[config.mk]
export PLATFORM = sky130hd
export DESIGN_NAME = gb_lcd_frame_writer_flat
export DESIGN_NICKNAME = d
export VERILOG_FILES = /design/src/rtl/gb_lcd_frame_writer_if.sv /design/src/rtl/gb_lcd_frame_writer.sv /design/src/flat_wrapper.sv
export SDC_FILE = /design/constraint.sdc
export NUM_CORES = 1
export LEC_CHECK = 0
export BUFFER_PORTS_ARGS = -buffer_cell sky130_fd_sc_hd__buf_4
export CORE_UTILIZATION = 48
export CTS_CLUSTER_DIAMETER = 150
export DETAILED_ROUTE_END_ITERATION = 12
export PLACE_DENSITY = 0.65
export SKIP_LAST_GASP = 1
export SYNTH_ARGS = -nofsm -noshare
export SYNTH_HDL_FRONTEND = slang
export SYNTH_SLANG_ARGS = --single-unit
[constraint.sdc]
create_clock -name GameBoy_clk -period 2.5 [get_ports GameBoy_clk]
set_clock_uncertainty 0.1 [all_clocks]
set_input_delay 0 -clock GameBoy_clk [delete_from_list [all_inputs] [get_ports GameBoy_clk]]
set_output_delay 0 -clock GameBoy_clk [all_outputs]
set_load 0.01 [all_outputs]
[src/rtl/gb_lcd_frame_writer_if.sv]
// ---------------------------------------------------------------------------
// gb_lcd_frame_writer_if
// Bundles the PPU pixel conduit and the frame buffer write port that
// gb_lcd_frame_writer sits between.
//   master : PPU / bench side (drives LCD_ON, LD, PX_VALID, PPU_HSYNC,
//            PPU_VSYNC, ERR_CLR; observes everything else)
//   slave  : the frame writer (drives FB_WE, FB_ADDR, FB_DATA, FB_SEL,
//            FRAME_DONE, LINE_CNT, ERR_FLAGS, DBG_STATE)
// Handshake: there is no back-pressure. A pixel is transferred in every
// GameBoy_clk cycle where PX_VALID=1; FB_WE=1 marks a write the RAM must
// accept in that cycle. PPU_HSYNC/PPU_VSYNC/ERR_CLR are single-cycle pulses.
// DBG_STATE exposes the writer FSM state (0 CLEAR, 1 OFF, 2 WAIT_FRAME,
// 3 ACTIVE).
// ---------------------------------------------------------------------------
interface gb_lcd_frame_writer_if #(
  parameter int ADDR_WIDTH = 15
);
  logic                  LCD_ON;
  logic [1:0]            LD;
  logic                  PX_VALID;
  logic                  PPU_HSYNC;
  logic                  PPU_VSYNC;
  logic                  ERR_CLR;
  logic                  FB_WE;
  logic [ADDR_WIDTH-1:0] FB_ADDR;
  logic [1:0]            FB_DATA;
  logic                  FB_SEL;
  logic                  FRAME_DONE;
  logic [7:0]            LINE_CNT;
  logic [2:0]            ERR_FLAGS;
  logic [1:0]            DBG_STATE;

  modport master (
    output LCD_ON, LD, PX_VALID, PPU_HSYNC, PPU_VSYNC, ERR_CLR,
    input  FB_WE, FB_ADDR, FB_DATA, FB_SEL, FRAME_DONE, LINE_CNT, ERR_FLAGS,
           DBG_STATE
  );

  modport slave (
    input  LCD_ON, LD, PX_VALID, PPU_HSYNC, PPU_VSYNC, ERR_CLR,
    output FB_WE, FB_ADDR, FB_DATA, FB_SEL, FRAME_DONE, LINE_CNT, ERR_FLAGS,
           DBG_STATE
  );
endinterface

[src/rtl/gb_lcd_frame_writer.sv]
// ---------------------------------------------------------------------------
// gb_lcd_frame_writer
// Captures the PPU 2-bit pixel stream and writes it linearly (y*WIDTH+x)
// into the double-buffered LCD frame buffer read by the VGA scaler.
// Owns the bank select (FB_SEL = bank being written, display reads ~FB_SEL),
// blanks the current bank after reset and LCD-off, and records sticky
// errors: [0] line overrun, [1] line underrun, [2] short frame.
// Ports:
//   GameBoy_clk   : GameBoy clock (2^22 Hz)
//   GameBoy_reset : asynchronous, active-high reset
//   lcd           : gb_lcd_frame_writer_if.slave (pixel conduit in,
//                   frame buffer write port / status out)
// All outputs are registered.
// ---------------------------------------------------------------------------
module gb_lcd_frame_writer #(
  parameter int         WIDTH       = 160,
  parameter int         HEIGHT      = 144,
  parameter int         ADDR_WIDTH  = 15,
  parameter logic [1:0] BLANK_SHADE = 2'b00
) (
  input logic                 GameBoy_clk,
  input logic                 GameBoy_reset,
  gb_lcd_frame_writer_if.slave lcd
);

  localparam logic [1:0] ST_CLEAR  = 2'd0;
  localparam logic [1:0] ST_OFF    = 2'd1;
  localparam logic [1:0] ST_WAIT   = 2'd2;
  localparam logic [1:0] ST_ACTIVE = 2'd3;

  localparam logic [7:0]            LP_W     = 8'(WIDTH);
  localparam logic [7:0]            LP_H     = 8'(HEIGHT);
  localparam logic [ADDR_WIDTH-1:0] LP_WA    = ADDR_WIDTH'(WIDTH);
  localparam logic [ADDR_WIDTH-1:0] LP_TOTAL = ADDR_WIDTH'(WIDTH * HEIGHT);

  logic [1:0]            r_state, w_state;
  logic [7:0]            r_x, w_x;
  logic [7:0]            r_y, w_y;
  // r_addr is the next pixel address in ACTIVE and the clear counter in CLEAR
  logic [ADDR_WIDTH-1:0] r_addr, w_addr;
  // start address of the current line; HSYNC adds WIDTH instead of multiplying
  logic [ADDR_WIDTH-1:0] r_line_base, w_line_base;
  logic                  r_fb_we, w_fb_we;
  logic [ADDR_WIDTH-1:0] r_fb_addr, w_fb_addr;
  logic [1:0]            r_fb_data, w_fb_data;
  logic                  r_fb_sel, w_fb_sel;
  logic                  r_frame_done, w_frame_done;
  logic [2:0]            r_err, w_err, w_err_set;

  always_comb begin
    w_state      = r_state;
    w_x          = r_x;
    w_y          = r_y;
    w_addr       = r_addr;
    w_line_base  = r_line_base;
    w_fb_we      = 1'b0;
    w_fb_addr    = r_fb_addr;
    w_fb_data    = r_fb_data;
    w_fb_sel     = r_fb_sel;
    w_frame_done = 1'b0;
    w_err_set    = 3'b000;

    case (r_state)
      ST_CLEAR: begin
        // LCD_ON is only looked at once the whole bank is blank
        if (r_addr == LP_TOTAL) begin
          w_fb_sel     = ~r_fb_sel;
          w_frame_done = 1'b1;
          w_addr       = '0;
          w_state      = lcd.LCD_ON ? ST_WAIT : ST_OFF;
        end else begin
          w_fb_we   = 1'b1;
          w_fb_addr = r_addr;
          w_fb_data = BLANK_SHADE;
          w_addr    = r_addr + 1'b1;
        end
      end

      ST_OFF: begin
        if (lcd.LCD_ON) w_state = ST_WAIT;
      end

      ST_WAIT: begin
        if (!lcd.LCD_ON) begin
          w_state     = ST_CLEAR;
          w_addr      = '0;
          w_line_base = '0;
          w_x         = '0;
          w_y         = '0;
        end else if (lcd.PPU_VSYNC) begin
          // the frame in flight at LCD enable is dropped; start clean here
          w_state     = ST_ACTIVE;
          w_addr      = '0;
          w_line_base = '0;
          w_x         = '0;
          w_y         = '0;
        end
      end

      default: begin // ST_ACTIVE
        if (!lcd.LCD_ON) begin
          // abandon the partial frame and blank the bank being written
          w_state     = ST_CLEAR;
          w_addr      = '0;
          w_line_base = '0;
          w_x         = '0;
          w_y         = '0;
        end else begin
          // same-cycle events: pixel (old x/y), then HSYNC, then VSYNC
          if (lcd.PX_VALID) begin
            if (r_x < LP_W && r_y < LP_H) begin
              w_fb_we   = 1'b1;
              w_fb_addr = r_addr;
              w_fb_data = lcd.LD;
              w_x       = r_x + 1'b1;
              w_addr    = r_addr + 1'b1;
            end else begin
              w_err_set[0] = 1'b1;
            end
          end
          if (lcd.PPU_HSYNC) begin
            if (r_y < LP_H) begin
              // w_x already includes a pixel accepted in this same cycle
              if (w_x != LP_W) w_err_set[1] = 1'b1;
              w_x         = '0;
              w_y         = r_y + 1'b1;
              w_line_base = r_line_base + LP_WA;
              w_addr      = r_line_base + LP_WA;
            end else begin
              w_err_set[0] = 1'b1;
            end
          end
          if (lcd.PPU_VSYNC) begin
            if (w_y == LP_H) begin
              w_fb_sel     = ~r_fb_sel;
              w_frame_done = 1'b1;
            end else begin
              // short frame: keep the bank and overwrite it next frame
              w_err_set[2] = 1'b1;
            end
            w_x         = '0;
            w_y         = '0;
            w_addr      = '0;
            w_line_base = '0;
          end
        end
      end
    endcase

    // a set event in the ERR_CLR cycle survives the clear
    w_err = (lcd.ERR_CLR ? 3'b000 : r_err) | w_err_set;
  end

  always_ff @(posedge GameBoy_clk or posedge GameBoy_reset) begin
    if (GameBoy_reset) begin
      r_state      <= ST_CLEAR;
      r_x          <= '0;
      r_y          <= '0;
      r_addr       <= '0;
      r_line_base  <= '0;
      r_fb_we      <= 1'b0;
      r_fb_addr    <= '0;
      r_fb_data    <= 2'b00;
      r_fb_sel     <= 1'b0;
      r_frame_done <= 1'b0;
      r_err        <= 3'b000;
    end else begin
      r_state      <= w_state;
      r_x          <= w_x;
      r_y          <= w_y;
      r_addr       <= w_addr;
      r_line_base  <= w_line_base;
      r_fb_we      <= w_fb_we;
      r_fb_addr    <= w_fb_addr;
      r_fb_data    <= w_fb_data;
      r_fb_sel     <= w_fb_sel;
      r_frame_done <= w_frame_done;
      r_err        <= w_err;
    end
  end

  assign lcd.FB_WE      = r_fb_we;
  assign lcd.FB_ADDR    = r_fb_addr;
  assign lcd.FB_DATA    = r_fb_data;
  assign lcd.FB_SEL     = r_fb_sel;
  assign lcd.FRAME_DONE = r_frame_done;
  assign lcd.LINE_CNT   = r_y;
  assign lcd.ERR_FLAGS  = r_err;
  assign lcd.DBG_STATE  = r_state;

endmodule

[src/flat_wrapper.sv]
// flat-port wrapper written by rule: the top's interface ports become plain ports
module gb_lcd_frame_writer_flat 
#(
  parameter int         WIDTH       = 160,
  parameter int         HEIGHT      = 144,
  parameter int         ADDR_WIDTH  = 15,
  parameter logic [1:0] BLANK_SHADE = 2'b00
)
  (GameBoy_clk, GameBoy_reset, lcd_LCD_ON, lcd_LD, lcd_PX_VALID, lcd_PPU_HSYNC, lcd_PPU_VSYNC, lcd_ERR_CLR, lcd_FB_WE, lcd_FB_ADDR, lcd_FB_DATA, lcd_FB_SEL, lcd_FRAME_DONE, lcd_LINE_CNT, lcd_ERR_FLAGS, lcd_DBG_STATE);
  gb_lcd_frame_writer_if #(.ADDR_WIDTH(ADDR_WIDTH)) lcd_i ();
  input logic GameBoy_clk;
  input logic GameBoy_reset;
  input wire logic [$bits(lcd_i.LCD_ON)-1:0] lcd_LCD_ON;
  input wire logic [$bits(lcd_i.LD)-1:0] lcd_LD;
  input wire logic [$bits(lcd_i.PX_VALID)-1:0] lcd_PX_VALID;
  input wire logic [$bits(lcd_i.PPU_HSYNC)-1:0] lcd_PPU_HSYNC;
  input wire logic [$bits(lcd_i.PPU_VSYNC)-1:0] lcd_PPU_VSYNC;
  input wire logic [$bits(lcd_i.ERR_CLR)-1:0] lcd_ERR_CLR;
  output wire logic [$bits(lcd_i.FB_WE)-1:0] lcd_FB_WE;
  output wire logic [$bits(lcd_i.FB_ADDR)-1:0] lcd_FB_ADDR;
  output wire logic [$bits(lcd_i.FB_DATA)-1:0] lcd_FB_DATA;
  output wire logic [$bits(lcd_i.FB_SEL)-1:0] lcd_FB_SEL;
  output wire logic [$bits(lcd_i.FRAME_DONE)-1:0] lcd_FRAME_DONE;
  output wire logic [$bits(lcd_i.LINE_CNT)-1:0] lcd_LINE_CNT;
  output wire logic [$bits(lcd_i.ERR_FLAGS)-1:0] lcd_ERR_FLAGS;
  output wire logic [$bits(lcd_i.DBG_STATE)-1:0] lcd_DBG_STATE;
  assign lcd_i.LCD_ON = lcd_LCD_ON;
  assign lcd_i.LD = lcd_LD;
  assign lcd_i.PX_VALID = lcd_PX_VALID;
  assign lcd_i.PPU_HSYNC = lcd_PPU_HSYNC;
  assign lcd_i.PPU_VSYNC = lcd_PPU_VSYNC;
  assign lcd_i.ERR_CLR = lcd_ERR_CLR;
  assign lcd_FB_WE = lcd_i.FB_WE;
  assign lcd_FB_ADDR = lcd_i.FB_ADDR;
  assign lcd_FB_DATA = lcd_i.FB_DATA;
  assign lcd_FB_SEL = lcd_i.FB_SEL;
  assign lcd_FRAME_DONE = lcd_i.FRAME_DONE;
  assign lcd_LINE_CNT = lcd_i.LINE_CNT;
  assign lcd_ERR_FLAGS = lcd_i.ERR_FLAGS;
  assign lcd_DBG_STATE = lcd_i.DBG_STATE;
  gb_lcd_frame_writer #(.WIDTH(WIDTH), .HEIGHT(HEIGHT), .ADDR_WIDTH(ADDR_WIDTH), .BLANK_SHADE(BLANK_SHADE)) u_core (.GameBoy_clk(GameBoy_clk), .GameBoy_reset(GameBoy_reset), .lcd(lcd_i));
endmodule
After elaboration in Yosys (flattened, before gate mapping). Index checks and enable logic that the tools add are counted.

Register bits after elaboration: 71. Input bits: 9. Output and inout port bits: 33. Logic and storage cells: 126.

Add/sub/neg operators: 4. Order comparisons: 2. Equal/unequal tests: 12. Multiplexer cells: 76. Bitwise operators: 5. Reduce and logical (&&, ||, !) cells: 16.

Operators with widths (number): $mux W15 (17); $mux W8 (16); $pmux W15 S2 (2); $pmux W15 S3 (1); $pmux W8 S2 (2); $mux W2 (11); $mux W1 (19); $add A8 B1 Y8 const B (2); $lt A8 B8 Y1 const B (2); $add A15 B1 Y15 const B (1); $add A15 B8 Y15 const B (1); $eq A15 B15 Y1 const B (1); $reduce_and A5 Y1 (2); $reduce_bool A2 Y1 (5); $mux W3 (3); $eq A8 B8 Y1 const B (1); $ne A8 B8 Y1 const B (1); $reduce_and A4 Y1 (2); $ne A3 B1 Y1 const B (2); $pmux W1 S2 (3); $pmux W2 S3 (1); $ne A2 B2 Y1 const B (2); $ne A4 B1 Y1 const B (1); $not A1 Y1 (4); 11 further kinds (13).

Logic depth before layout (Yosys ltp).
Depth after elaboration: 13. Depth in mapped cells: 9. Mapped depth without buffers: 7.

Least setup slack after synthesis. Ideal clock, no wire load.

Path kind: register -> register. Start point: register u_core.r_state[0] (netlist: u_core.lcd.DBG_STATE[0]). End point: register u_core.r_addr[11]. Setup time: 0.069 ns. Arrival: 2.169 ns. Data required time: 2.331 ns. Setup slack: 0.162 ns. Stages on the path, launching flop included: 8. Path buffers: 0. Clock period less this slack: 2.338 ns. Cell sequence: dfrtp_1 inv_1 ha_1 and3b_1 or2_2 or2_2 or4_1 nand3_1.

Word-level cells in the longest chain between the ends: 3. Elaborated cells between the ends (all ways): 7. Classes of those cells: eq/ne (3); mux (1); bitwise (1); reduce/logical (2).

RTL lines: from (decl) (RTL line gb_lcd_frame_writer.sv:36) `logic [1:0] r_state, w_state;`; from (signal assigned) (RTL line gb_lcd_frame_writer.sv:168) `r_state <= w_state;`; $eq A2 B2 Y1 / $eq A2 B1 Y1 (equally long branches) (RTL line gb_lcd_frame_writer.sv:63) `case (r_state)`; $ne A3 B3 Y1 (no source line) / $not A1 Y1 (equally long branches); $reduce_and A2 Y1 (no source line); to (signal assigned) (RTL line gb_lcd_frame_writer.sv:171) `r_addr <= w_addr;`; to (decl) (RTL line gb_lcd_frame_writer.sv:40) `logic [ADDR_WIDTH-1:0] r_addr, w_addr;`.

Parallel ways exist; a longest one is shown, timed or not. A chain may end at the register's enable or synchronous reset.

Worst setup path after layout.
Start point: register u_core.r_addr[3]. End point: register u_core.r_addr[14].

Word-level cells in the longest chain between the ends: 8. Elaborated cells between the ends (all ways): 10. Classes of those cells: add/sub (1); eq/ne (1); mux (8).

RTL lines: $add A15 B1 Y15 (RTL line gb_lcd_frame_writer.sv:75, gb_lcd_frame_writer.sv:116); $mux W15 (RTL line gb_lcd_frame_writer.sv:111) `if (r_x < LP_W && r_y < LP_H) begin`; $mux W15 (RTL line gb_lcd_frame_writer.sv:110) `if (lcd.PX_VALID) begin`; $mux W15 (RTL line gb_lcd_frame_writer.sv:122) `if (r_y < LP_H) begin`; $mux W15 (RTL line gb_lcd_frame_writer.sv:121) `if (lcd.PPU_HSYNC) begin`; $mux W15 (RTL line gb_lcd_frame_writer.sv:133) `if (lcd.PPU_VSYNC) begin`; $mux W15 (RTL line gb_lcd_frame_writer.sv:101) `if (!lcd.LCD_ON) begin`; $pmux W15 S3 (*) (RTL line gb_lcd_frame_writer.sv:63).

Every way passes the cells marked *; elsewhere a longest branch is shown, timed or not.

==> results.json <==
{
  "status": "completed",
  "grt_max_degree": 36,
  "async_flop_share": 1.00,
  "crit_arrival_ns": 2.49,
  "fp-row-count": 33,
  "avgViaCountPerCell": 6.14,
  "worstSetupStartpointType": "register",
  "layout-drive-gt1-share": 0.248,
  "cts_tree": "done",
  "cpLargestDelayFamily": "compound AO/OA/AOI/OAI gates",
  "wire_per_inst_um": 17.0,
  "dr.first_iter.drc_count": 239,
  "clk_latency_ns": 0.35,
  "antenna_left": 0,
  "path_cells": "or4_4 -> o41ai_2 -> buf_4 -> a41oi_2 -> o31a_1 -> a211o_1",
  "hold_path_class": "primary input to register",
  "die_y_um": 94.6,
  "nets": 546,
  "clk_pin_slew_worst_paths_ns": 0.08,
  "portBuffers": 41,
  "synthCells": 456,
  "path_buf_inv": 1,
  "hold_violations": 0,
  "reg2reg_depth": 6,
  "critPathMaxFanout": 12,
  "synth-edff-count": 0,
  "critPathLaunch": "u_core.r_addr[3]",
  "start_util": 0.498,
  "regToRegStartpoint": "u_core.r_addr[3]",
  "numCtsBuffers": 9,
  "clockRootBuffer": "clkbuf_8",
  "synth_nets": 474,
  "ys_types": 65,
  "fmax_ghz": 0.426,
  "crit_type": "register to register",
  "place_inst": 613,
  "cp-end-kind": "register",
  "leakage_nw": 2.19,
  "synth-seq-area-share": 0.401,
  "synth_top_flop_cell": "dfrtp_1",
  "r2r-end": "u_core.r_addr[14]",
  "grt_antenna_before_repair": 0,
  "min_period_ns": 2.35,
  "maxSlewViolCount": 0,
  "rrSetupSlack_ns": 0.15,
  "via_count": 3916,
  "fin_tns_setup_ns": 0,
  "cts_max_level": 3,
  "ir_drop_mv": 0.407,
  "ioPinCount": 42,
  "slew_headroom": 0.521,
  "whs_path_depth": 5,
  "whs_ns": 0.0560,
  "grt_use_total": 0.259,
  "ys_ff_latch": 66,
  "area_growth_pct": 21.8,
  "yosys_warnings": 0,
  "worstHoldEndpoint": "u_core.lcd.LINE_CNT[6]",
  "fp.dieW_um": 94.6,
  "max_cap_viol_count": 0,
  "grt_pass1_wl_um": 17900,
  "clk_path_buf_depth": 2,
  "first_pass_iters": 4,
  "place_hpwl_um": 7750,
  "tightest_slew_ns": 0.718,
  "p_per_area_mw_per_mm2": 853,
  "synth_area_mm2": 0.00412,
  "period_share": 0.939,
  "n_antenna_cell": 0,
  "synth.avg_cell_area_um2": 9.03,
  "fp.dieArea_mm2": 0.00895,
  "final_cell_mix": "82 x buf_4, 66 x dfrtp_1, 46 x o21ai_0",
  "stdcell_count": 638,
  "max_stage_delay_ns": 0.55,
  "core_mm2": 0.00826,
  "hp-start": "lcd_PPU_HSYNC",
  "cp.required_ns": 2.64,
  "drt_wl_total_um": 10900,
  "cts.sinks": 66,
  "globalplace.congestion": 0.858,
  "finalSetupViolations": 0,
  "route.detailed.drc": 0,
  "grt_pass1_vias": 3653,
  "rsz0062_at_grt": "false",
  "final_common_cell": "buf_4",
  "grt-ovfl-total": 0,
  "slowest_stage": "or4_4"
}
## tightest hold or removal path, cell delays in order
cell	delay [ns]
buf_4	0.15
nand4_1	0.11
nor2_1	0.07
nand2_1	0.05
o21ai_0	0.08
## synthesized netlist by cell type (all sizes together) (6+ instances only)
cell type / n / area [µm²]
a21oi: 25 / 125
a31oi: 12 / 75.1
a41oi: 6 / 60.1
buf: 10 / 71.3
clkbuf: 21 / 78.8
dfrtp: 66 / 1650
ha: 9 / 113
inv: 19 / 71.3
mux2: 17 / 191
nand2: 34 / 128
nand3: 14 / 70.1
nand4: 15 / 93.8
nor2: 25 / 93.8
nor3: 14 / 70.1
nor4: 7 / 43.8
o211ai: 6 / 45.0
o21ai: 46 / 230
o31ai: 10 / 80.1
o41ai: 6 / 60.1
or3: 6 / 37.5
xnor2: 7 / 61.3
## where the power goes
| group | leakage (nW) | total (mW) | switching, mW | internal, mW |
|---|---|---|---|---|
| Sequential | 0.898 | 1.41 | 0.143 | 1.26 |
| Combinational | 1.21 | 2.04 | 1.12 | 0.922 |
| Clock | 0.0851 | 0.826 | 0.444 | 0.382 |
| Total | 2.19 | 4.27 | 1.71 | 2.57 |
## kinds of logic after synthesis
group / count (synthesis) / synth area share
xor gates and xnor gates: 10 / 0.0213
muxes: 19 / 0.0514
adders and majority gates: 9 / 0.0274
DFF: 66 / 0.401
and+or+nand+nor: 149 / 0.195
AOI/OAI and AO/OA: 153 / 0.250
buffers and inverters: 50 / 0.0538
## how the worst max path moves through the flow
stage	to	cells past startpoint
6_report	u_core.r_addr[14]	6
3_5_place_dp	u_core.lcd.FB_ADDR[9]	5
3_3_place_gp	u_core.lcd.FB_ADDR[7]	5
4_1_cts	u_core.lcd.FB_ADDR[9]	7
5_1_grt	u_core.lcd.FB_SEL	6
2_1_floorplan	u_core.r_addr[11]	7
## cell type report
type                            count  area [µm²]
Clock buffer                       11         141
Clock inverter                      5        30.0
Fill cell                         722        3250
Inverter                           19        71.3
Multi-Input combinational cell    340        2250
Sequential cell                    66        1650
Tap cell                          105         131
Timing Repair Buffer               92         736
## state kept, by name, indices dropped and copies added, names as in the netlist
name / cells
u_core.lcd.DBG_STATE: 2
u_core.r_x: 8
u_core.lcd.FB_SEL: 1
u_core.lcd.LINE_CNT: 8
u_core.lcd.FB_ADDR: 15
u_core.lcd.ERR_FLAGS: 3
u_core.lcd.FB_WE: 1
u_core.lcd.FB_DATA: 2
u_core.r_addr: 15
u_core.lcd.FRAME_DONE: 1
u_core.r_line_base: 10
## timing repair
action | CTS | global route
setup buffers | 0 | 1
setup endpoints to repair | 0 | 21
gates resized for setup | 0 | 2
endpoints found under the hold margin | 41 | 0
hold buffers | 8 | 0
## per-stage QoR
stage	total power, mW	instance area [µm²]	setup WS [ns]	util
after detailed placement	3.38	4730	0.0708	0.573
after global routing	4.55	5010	0.0114	0.607
after floorplan	2.67	4120	0.162	-
after global placement	3.35	4730	0.153	0.573
after CTS	4.21	4980	0.0398	0.604
final	4.27	5010	0.153	0.607
## per-layer routing
metal  global-route usage  routed length, µm  part of all wire
met4               0.0758                186             0.017
met2                0.409               5050              0.46
met3               0.0515                551             0.051
met1                0.360               5090              0.47
met5                    0                  0                 0
Power figures use the tool's default switching activity.
